--- config.mk ---
export PLATFORM = sky130hd
export DESIGN_NAME = alu_seq_flat
export DESIGN_NICKNAME = d
export VERILOG_FILES = /design/src/rtl/alu_seq_if.sv /design/src/rtl/alu_seq.sv /design/src/flat_wrapper.sv
export SDC_FILE = /design/constraint.sdc
export NUM_CORES = 1
export LEC_CHECK = 0
export CORE_MARGIN = 8
export CORE_UTILIZATION = 45
export CTS_CLUSTER_SIZE = 8
export DETAILED_ROUTE_END_ITERATION = 10
export PLACE_DENSITY_LB_ADDON = 0.3
export SYNTH_ARGS = -nofsm -noshare
export SYNTH_HDL_FRONTEND = slang
export SYNTH_SLANG_ARGS = --single-unit
--- constraint.sdc ---
create_clock -name clk -period 2.34 [get_ports clk]
set_input_delay 0.351 -clock clk [delete_from_list [all_inputs] [get_ports clk]]
set_output_delay 0.351 -clock clk [all_outputs]
set_load 0.01 [all_outputs]
--- src/rtl/alu_seq_if.sv ---
// Command channel for alu_seq: valid/ready handshake plus opcode and data.
// master drives op_valid/op_code/op_data; slave returns op_ready.
interface alu_seq_if #(
    parameter int WIDTH = 8
) ();
    logic             op_valid;
    logic             op_ready;
    logic [2:0]       op_code;
    logic [WIDTH-1:0] op_data;

    modport master (
        output op_valid,
        output op_code,
        output op_data,
        input  op_ready
    );

    modport slave (
        input  op_valid,
        input  op_code,
        input  op_data,
        output op_ready
    );
endinterface

--- src/rtl/alu_seq.sv ---
// Sequencer around an external combinational ALU: IDLE -> EXEC -> WB per
// command. Ports: clk, rst_n, cmd (slave handshake), ALU operand/control
// outputs, ALU result/carry inputs, acc, out_data, flag_c, flag_z, done.
module alu_seq #(
    parameter int WIDTH = 8
) (
    input  logic             clk,
    input  logic             rst_n,
    alu_seq_if.slave         cmd,
    output logic [WIDTH-1:0] alu_a,
    output logic [WIDTH-1:0] alu_b,
    output logic             alu_mul_en,
    output logic             alu_sub_en,
    output logic             alu_shift_en,
    output logic [2:0]       alu_shift_pos,
    input  logic [WIDTH-1:0] alu_result,
    input  logic             alu_carry,
    output logic [WIDTH-1:0] acc,
    output logic [WIDTH-1:0] out_data,
    output logic             flag_c,
    output logic             flag_z,
    output logic             done
);

    localparam logic [2:0] OP_LDA = 3'd0;
    localparam logic [2:0] OP_LDB = 3'd1;
    localparam logic [2:0] OP_ADD = 3'd2;
    localparam logic [2:0] OP_SUB = 3'd3;
    localparam logic [2:0] OP_SHL = 3'd4;
    localparam logic [2:0] OP_MUL = 3'd5;
    localparam logic [2:0] OP_OUT = 3'd6;
    localparam logic [2:0] OP_NOP = 3'd7;

    typedef enum logic [1:0] {
        IDLE,
        EXEC,
        WB
    } state_t;

    state_t           state;
    logic             ready_q;
    logic [2:0]       code_q;
    logic [WIDTH-1:0] data_q;
    logic [WIDTH-1:0] a_q;
    logic [WIDTH-1:0] b_q;
    logic [WIDTH-1:0] out_q;

    logic             mul_d;
    logic             sub_d;
    logic             shift_d;

    // ALU mode for the incoming command, loaded into the control
    // registers on acceptance so they are live for exactly the EXEC cycle.
    always_comb begin
        mul_d   = 1'b0;
        sub_d   = 1'b0;
        shift_d = 1'b0;
        unique case (1'b1)
            cmd.op_code == OP_SUB: sub_d   = 1'b1;
            cmd.op_code == OP_SHL: shift_d = 1'b1;
            cmd.op_code == OP_MUL: mul_d   = 1'b1;
            default: ;
        endcase
    end

    always_ff @(posedge clk or negedge rst_n) begin
        if (!rst_n) begin
            state         <= IDLE;
            ready_q       <= 1'b1;
            code_q        <= OP_NOP;
            data_q        <= '0;
            a_q           <= '0;
            b_q           <= '0;
            out_q         <= '0;
            flag_c        <= 1'b0;
            flag_z        <= 1'b0;
            done          <= 1'b0;
            alu_mul_en    <= 1'b0;
            alu_sub_en    <= 1'b0;
            alu_shift_en  <= 1'b0;
            alu_shift_pos <= 3'd0;
        end else begin
            case (state)
                IDLE: begin
                    done <= 1'b0;
                    if (cmd.op_valid) begin
                        code_q        <= cmd.op_code;
                        data_q        <= cmd.op_data;
                        alu_mul_en    <= mul_d;
                        alu_sub_en    <= sub_d;
                        alu_shift_en  <= shift_d;
                        // shift amount only reaches the ALU for SHL
                        alu_shift_pos <= shift_d ? cmd.op_data[2:0] : 3'd0;
                        ready_q       <= 1'b0;
                        state         <= EXEC;
                    end
                end
                EXEC: begin
                    alu_mul_en    <= 1'b0;
                    alu_sub_en    <= 1'b0;
                    alu_shift_en  <= 1'b0;
                    alu_shift_pos <= 3'd0;
                    done          <= 1'b1;
                    state         <= WB;
                    case (code_q)
                        OP_LDA: a_q <= data_q;
                        OP_LDB: b_q <= data_q;
                        OP_ADD, OP_SUB, OP_SHL: begin
                            a_q    <= alu_result;
                            flag_z <= (alu_result == '0);
                            flag_c <= alu_carry;
                        end
                        // MUL carry is not meaningful; keep the old flag
                        OP_MUL: begin
                            a_q    <= alu_result;
                            flag_z <= (alu_result == '0);
                        end
                        OP_OUT: out_q <= a_q;
                        OP_NOP: ;
                    endcase
                end
                WB: begin
                    done    <= 1'b0;
                    ready_q <= 1'b1;
                    state   <= IDLE;
                end
                default: begin
                    done    <= 1'b0;
                    ready_q <= 1'b1;
                    state   <= IDLE;
                end
            endcase
        end
    end

    assign cmd.op_ready = ready_q;
    assign alu_a        = a_q;
    assign alu_b        = b_q;
    assign acc          = a_q;
    assign out_data     = out_q;

endmodule

--- src/flat_wrapper.sv ---
// flat-port wrapper written by rule: the top's interface ports become plain ports
module alu_seq_flat 
#(
    parameter int WIDTH = 8
)
  (clk, rst_n, alu_a, alu_b, alu_mul_en, alu_sub_en, alu_shift_en, alu_shift_pos, alu_result, alu_carry, acc, out_data, flag_c, flag_z, done, cmd_op_valid, cmd_op_code, cmd_op_data, cmd_op_ready);
  alu_seq_if #(.WIDTH(WIDTH)) cmd_i ();
  input  logic clk;
  input  logic rst_n;
  output logic [WIDTH-1:0] alu_a;
  output logic [WIDTH-1:0] alu_b;
  output logic alu_mul_en;
  output logic alu_sub_en;
  output logic alu_shift_en;
  output logic [2:0] alu_shift_pos;
  input  logic [WIDTH-1:0] alu_result;
  input  logic alu_carry;
  output logic [WIDTH-1:0] acc;
  output logic [WIDTH-1:0] out_data;
  output logic flag_c;
  output logic flag_z;
  output logic done;
  input wire logic [$bits(cmd_i.op_valid)-1:0] cmd_op_valid;
  input wire logic [$bits(cmd_i.op_code)-1:0] cmd_op_code;
  input wire logic [$bits(cmd_i.op_data)-1:0] cmd_op_data;
  output wire logic [$bits(cmd_i.op_ready)-1:0] cmd_op_ready;
  assign cmd_i.op_valid = cmd_op_valid;
  assign cmd_i.op_code = cmd_op_code;
  assign cmd_i.op_data = cmd_op_data;
  assign cmd_op_ready = cmd_i.op_ready;
  alu_seq #(.WIDTH(WIDTH)) u_core (.clk(clk), .rst_n(rst_n), .cmd(cmd_i), .alu_a(alu_a), .alu_b(alu_b), .alu_mul_en(alu_mul_en), .alu_sub_en(alu_sub_en), .alu_shift_en(alu_shift_en), .alu_shift_pos(alu_shift_pos), .alu_result(alu_result), .alu_carry(alu_carry), .acc(acc), .out_data(out_data), .flag_c(flag_c), .flag_z(flag_z), .done(done));
endmodule
**Yosys cells after proc, flatten, opt, wreduce, memory -nomap -nowiden**

Cells that the tools add are included.

- Add/sub/neg operators: 0
- Reductions and logical operators: 15
- Bitwise gates (word level): 1
- Shift-type cells: 0
- $mul: 0
- $lt $le $gt $ge: 0
- Muxes and demuxes: 18
- Divide/modulo/power cells: 0
- Equal/unequal tests: 11

Operator list:

| operator | count |
|---|---|
| case mux 8 bit (2 select lines) | 1 |
| AND reduction 2 bit | 8 |
| == test 3 bit, second input constant | 5 |
| == test 3 x 2 -> 1 bit, second input constant | 3 |
| zero test 8 bit | 1 |
| 2-to-1 mux 1 bit | 8 |
| case mux 1 bit (2 select lines) | 4 |
| 2-to-1 mux 3 bit | 2 |
| case mux 3 bit (2 select lines) | 1 |
| case mux 2 bit (2 select lines) | 1 |
| nonzero test 2 bit | 2 |
| OR reduction 4 bit | 1 |
| == test 3 x 1 -> 1 bit, second input constant | 1 |
| zero test 3 bit | 1 |
| OR reduction 3 bit | 1 |
| == test 2 x 1 -> 1 bit, second input constant | 1 |
| zero test 2 bit | 1 |
| 2-to-1 mux 2 bit | 1 |
| != test 2 bit, second input constant | 1 |
| inverter 1 bit | 1 |

- Bits in latches: 0
- Input bits: 23
- Bits in writable memories: 0
- Memories: 0
- ROM bits: 0
- Flip-flop bits (word level): 47
- Word-level logic and storage cells: 59
- Output and inout bits: 42

**Longest topological paths before layout**

- Depth in word-level cells: 5
- Mapped depth: 5
- Mapped depth without buffers: 4

**Worst setup path before layout**

Ideal clock, no wire load.

- Path type: flip-flop to flip-flop
- Start: register u_core.code_q[2]
- End: register u_core.a_q[2] (netlist: u_core.acc[2])
- Arrival time: 1.564 ns
- Setup time: 0.125 ns
- Data required time: 2.215 ns
- Cell stages (with the launch flop): 5
- Path buffers: 1
- Clock period less this slack: 1.689 ns
- Slack: 0.651 ns
- Cells stage by stage: dfstp_2 buf_4 xor2_1 mux2_2 mux2_2

- Longest elaborated chain between the ends: 4
- Elaborated cells on any way between the ends: 9
- Classes of those cells: 4 x eq/ne; 1 x mux; 4 x reduce/logical

Ends and longest elaborated chain:

| what | line | source |
|---|---|---|
| start, declared | alu_seq.sv:42 | `logic [2:0] code_q;` |
| start signal, assigned | alu_seq.sv:87 | `code_q <= cmd.op_code;` |
| == test 3 x 2 -> 1 bit or == test 3 bit (tied branches) | alu_seq.sv:105 | `case (code_q)` |
| OR reduction 4 bit (no line) | - |  |
| nonzero test 2 bit (no line) | - |  |
| AND reduction 2 bit (no line) | - |  |
| end signal, assigned | alu_seq.sv:106 | `OP_LDA: a_q <= data_q;` |
| end signal, assigned | alu_seq.sv:109 | `a_q <= alu_result;` |
| end signal, assigned | alu_seq.sv:115 | `a_q <= alu_result;` |
| end, declared | alu_seq.sv:44 | `logic [WIDTH-1:0] a_q;` |

Parallel ways exist; a longest one is shown, timed or not.
A chain may end at the register's enable or synchronous reset.

**Worst setup path after layout**

- Start: register u_core.code_q[1]
- End: register u_core.a_q[4] (netlist: u_core.acc[4])

The elaborated chain is that of the path after synthesis.

==> flow_summary.ini <==
[run]
max_cap_viol_count = 0

[clock_network]
clock_latency_ns = 0.29
cts_tree = built
cts_sinks = 47
root_buffer = clkbuf_8
clock_path_buffers = 2
htreeDepth = 2
post_cts_buffers = 0
numCtsBuffers = 5
clkTransAtPathRegs_ns = 0.08

[cells_and_area]
final_cells = 280
drive_above_1_share_pct = 24.6
fin_nets = 250
fin_util_pct = 63.4
n_antenna_cell = 0
stdcell_area_sq_um = 2780
area_growth_syn_to_layout_pct = 34.8

[detailed_routing]
wl_per_cell_um = 16.4
first_pass_iters = 5
routed_wirelength_um = 4600
viasPerCell = 5.15
drt_iter0_markers = 57
ant_nets = 0
routed-via-count = 1442
drc_errors = 0

[sta]
setup_ws_ns = 0.528
tns_ns = 0
hold_viol_final = 0
rsz0062_at_grt = false
relSlewSlack_pct = 63.3
layout_min_cycle_time_ns = 1.81
finalSetupViolations = 0
worst_slew_pin_slew_ns = 0.547
period_share_pct = 77.4
slew_violations = 0
whs_ns = 0.473
fin_worst_skew_ns = 0.00367
clock.fmax_mhz = 552

[power_and_ir_drop]
ir_worst_vdd_uv = 691
p_leak_nw = 1.25
powerDensity_nw_per_um2 = 1120
total_power_mw = 3.10
pwr-share-seq_pct = 41.7
internal_power_mw = 2.16
p_clk_share_pct = 17.0
swShare_pct = 30.3
combPwrFrac_pct = 41.2
switching_power_mw = 0.940

[place]
placed_cell_area_sq_um = 2670
dp_slack_ns = 0.377
gp_congestion = 0.760
hpwlAfterDp_um = 3460
dp_cells = 271
port_buffers = 64

[synth]
ys_warn_count = 0
syn_inst = 166
synth_cell_types = 33
mappedNetlistArea_sq_um = 2060
ys_seq_area_share_pct = 57.3
synth_nets = 189
ys_ff_latch = 47
postSynthAreaPerCell_sq_um = 12.4

[global_route]
grt_pass1_vias = 1461
antenna_found_initial = 0
grt_pass1_wl_um = 7500
grt_overflow_total = 0
grt.total_usage_pct = 13.2
grt_max_degree = 21

[floorplanning]
dieArea_sq_um = 7000
die_x_um = 83.7
num_rows = 24
io_pins = 65
die_h_um = 83.7
floorplan.initialDensity_pct = 47.0
core-area_sq_um = 4380

[critical_path]
start_kind = flip-flop
cp-end-kind = flip-flop
crit_required_ns = 2.52
crit_fanout = 8
path_class = flip-flop to flip-flop
worst_ep_arrival_time_ns = 2.00

[run_status]
status = finished, final reports clean

[worst_hold_path]
hp-class = flip-flop to flip-flop
[per-layer routing]
layer	GRT usage, %	part of all wire [%]
met5	0	0
met4	3.77	0.87
met3	6.25	7.6
met2	21.3	49
met1	15.1	42
[path summary, 6_finish.rpt]
kind / start / cells past startpoint / slack [ns] / end
worst min register to register: u_core.code_q[0] / 2 / 0.47 / u_core.code_q[0]
min in group asynchronous: rst_n / 2 / 0.52 / u_core.alu_shift_en
worst max-delay path: u_core.code_q[1] / 3 / 0.53 / u_core.acc[4]
worst min-delay path: u_core.code_q[0] / 2 / 0.47 / u_core.code_q[0]
max in group asynchronous: rst_n / 3 / 1.25 / u_core.acc[5]
worst max register to register: u_core.code_q[1] / 3 / 0.53 / u_core.acc[4]
[what timing repair did]
action                                  4_1_cts  5_1_grt
hold buffers                                  1        0
gates resized for setup                       0        0
endpoints found under the setup margin        0        0
hold endpoints to repair                     14        0
[synthesized netlist by cell type]
library cell / n / area (sq um)
dfrtp_1: 43 / 1080
nand2_1: 36 / 135
mux2_2: 32 / 360
buf_4: 10 / 75.1
nand3_1: 6 / 30.0
o21ai_0: 5 / 25.0
dfstp_2: 4 / 105
buf_6: 2 / 22.5
inv_1: 2 / 7.51
nor2_1: 2 / 7.51
nor4_1: 2 / 12.5
and2_1: 1 / 6.26
and2b_1: 1 / 7.51
and3b_2: 1 / 10.0
buf_2: 1 / 5.00
clkbuf_8: 1 / 13.8
inv_2: 1 / 3.75
mux2i_1: 1 / 10.0
nand2_2: 1 / 6.26
nand2b_4: 1 / 13.8
nand3_2: 1 / 10.0
nand3b_1: 1 / 7.51
nand4_1: 1 / 6.26
nand4b_1: 1 / 8.76
nor3_4: 1 / 16.3
nor3b_4: 1 / 18.8
o211ai_1: 1 / 7.51
o21ai_1: 1 / 5.00
o31ai_1: 1 / 7.51
or3b_2: 1 / 8.76
or4b_4: 1 / 13.8
xnor2_1: 1 / 8.76
xor2_1: 1 / 8.76
[cell usage in the layout (no fill, tap or decap), types with 2 or more instances in the layout]
| master | instances |
|---|---|
| buf_4 | 3 |
| clkbuf_8 | 7 |
| clkdlybuf4s50_1 | 63 |
| dfrtp_1 | 43 |
| dfstp_2 | 4 |
| inv_1 | 2 |
| mux2_2 | 32 |
| nand2_1 | 36 |
| nand3_1 | 6 |
| nor2_1 | 2 |
| nor4_1 | 2 |
| o21ai_0 | 5 |
[worst max-delay path, cell delays in order (launching register included)]
cell and delay (ns):
dfstp_2 0.65, xor2_1 0.41, mux2_2 0.39, mux2_2 0.26
[power by group through the flow]
stage          sequential (mW)  combinational, mW  clock [mW]
4_1_cts                   1.30               1.30       0.549
3_3_place_gp              1.30               1.28           0
5_1_grt                   1.34               1.37       0.571
6_report                  1.29               1.28       0.528
2_1_floorplan             1.36              0.598           0
3_5_place_dp              1.32               1.29           0
[sequential cells by signal, indices dropped and copies added (netlist names)]
name / flops
u_core.cmd.op_ready: 1
u_core.flag_z: 1
u_core.out_data: 8
u_core.alu_sub_en: 1
u_core.acc: 8
u_core.alu_b: 8
u_core.state: 2
u_core.done: 1
u_core.alu_shift_pos: 3
u_core.alu_mul_en: 1
u_core.alu_shift_en: 1
u_core.code_q: 3
u_core.flag_c: 1
u_core.data_q: 8
[cell type report]
type / count / area (sq um)
repair buffers: 68 / 668
clock buffers: 8 / 100
fillers: 364 / 1610
multi-input cells: 102 / 752
well taps: 52 / 65.1
inverters: 3 / 11.3
flip-flops and latches: 47 / 1180
[kinds of logic (layout without fill, tap and decap cells)]
group                  Yosys count  in the layout  synth area share (%)
AND/OR/NAND/NOR                 59             59                  15.5
flip-flops                      47             47                  57.3
multiplexers                    33             33                  18.0
buffers and inverters           17             79                  6.19
AO/OA/AOI/OAI                    8              8                  2.19
XOR/XNOR                         2              2                 0.850
No activity file was read; power rests on OpenSTA's default activity.
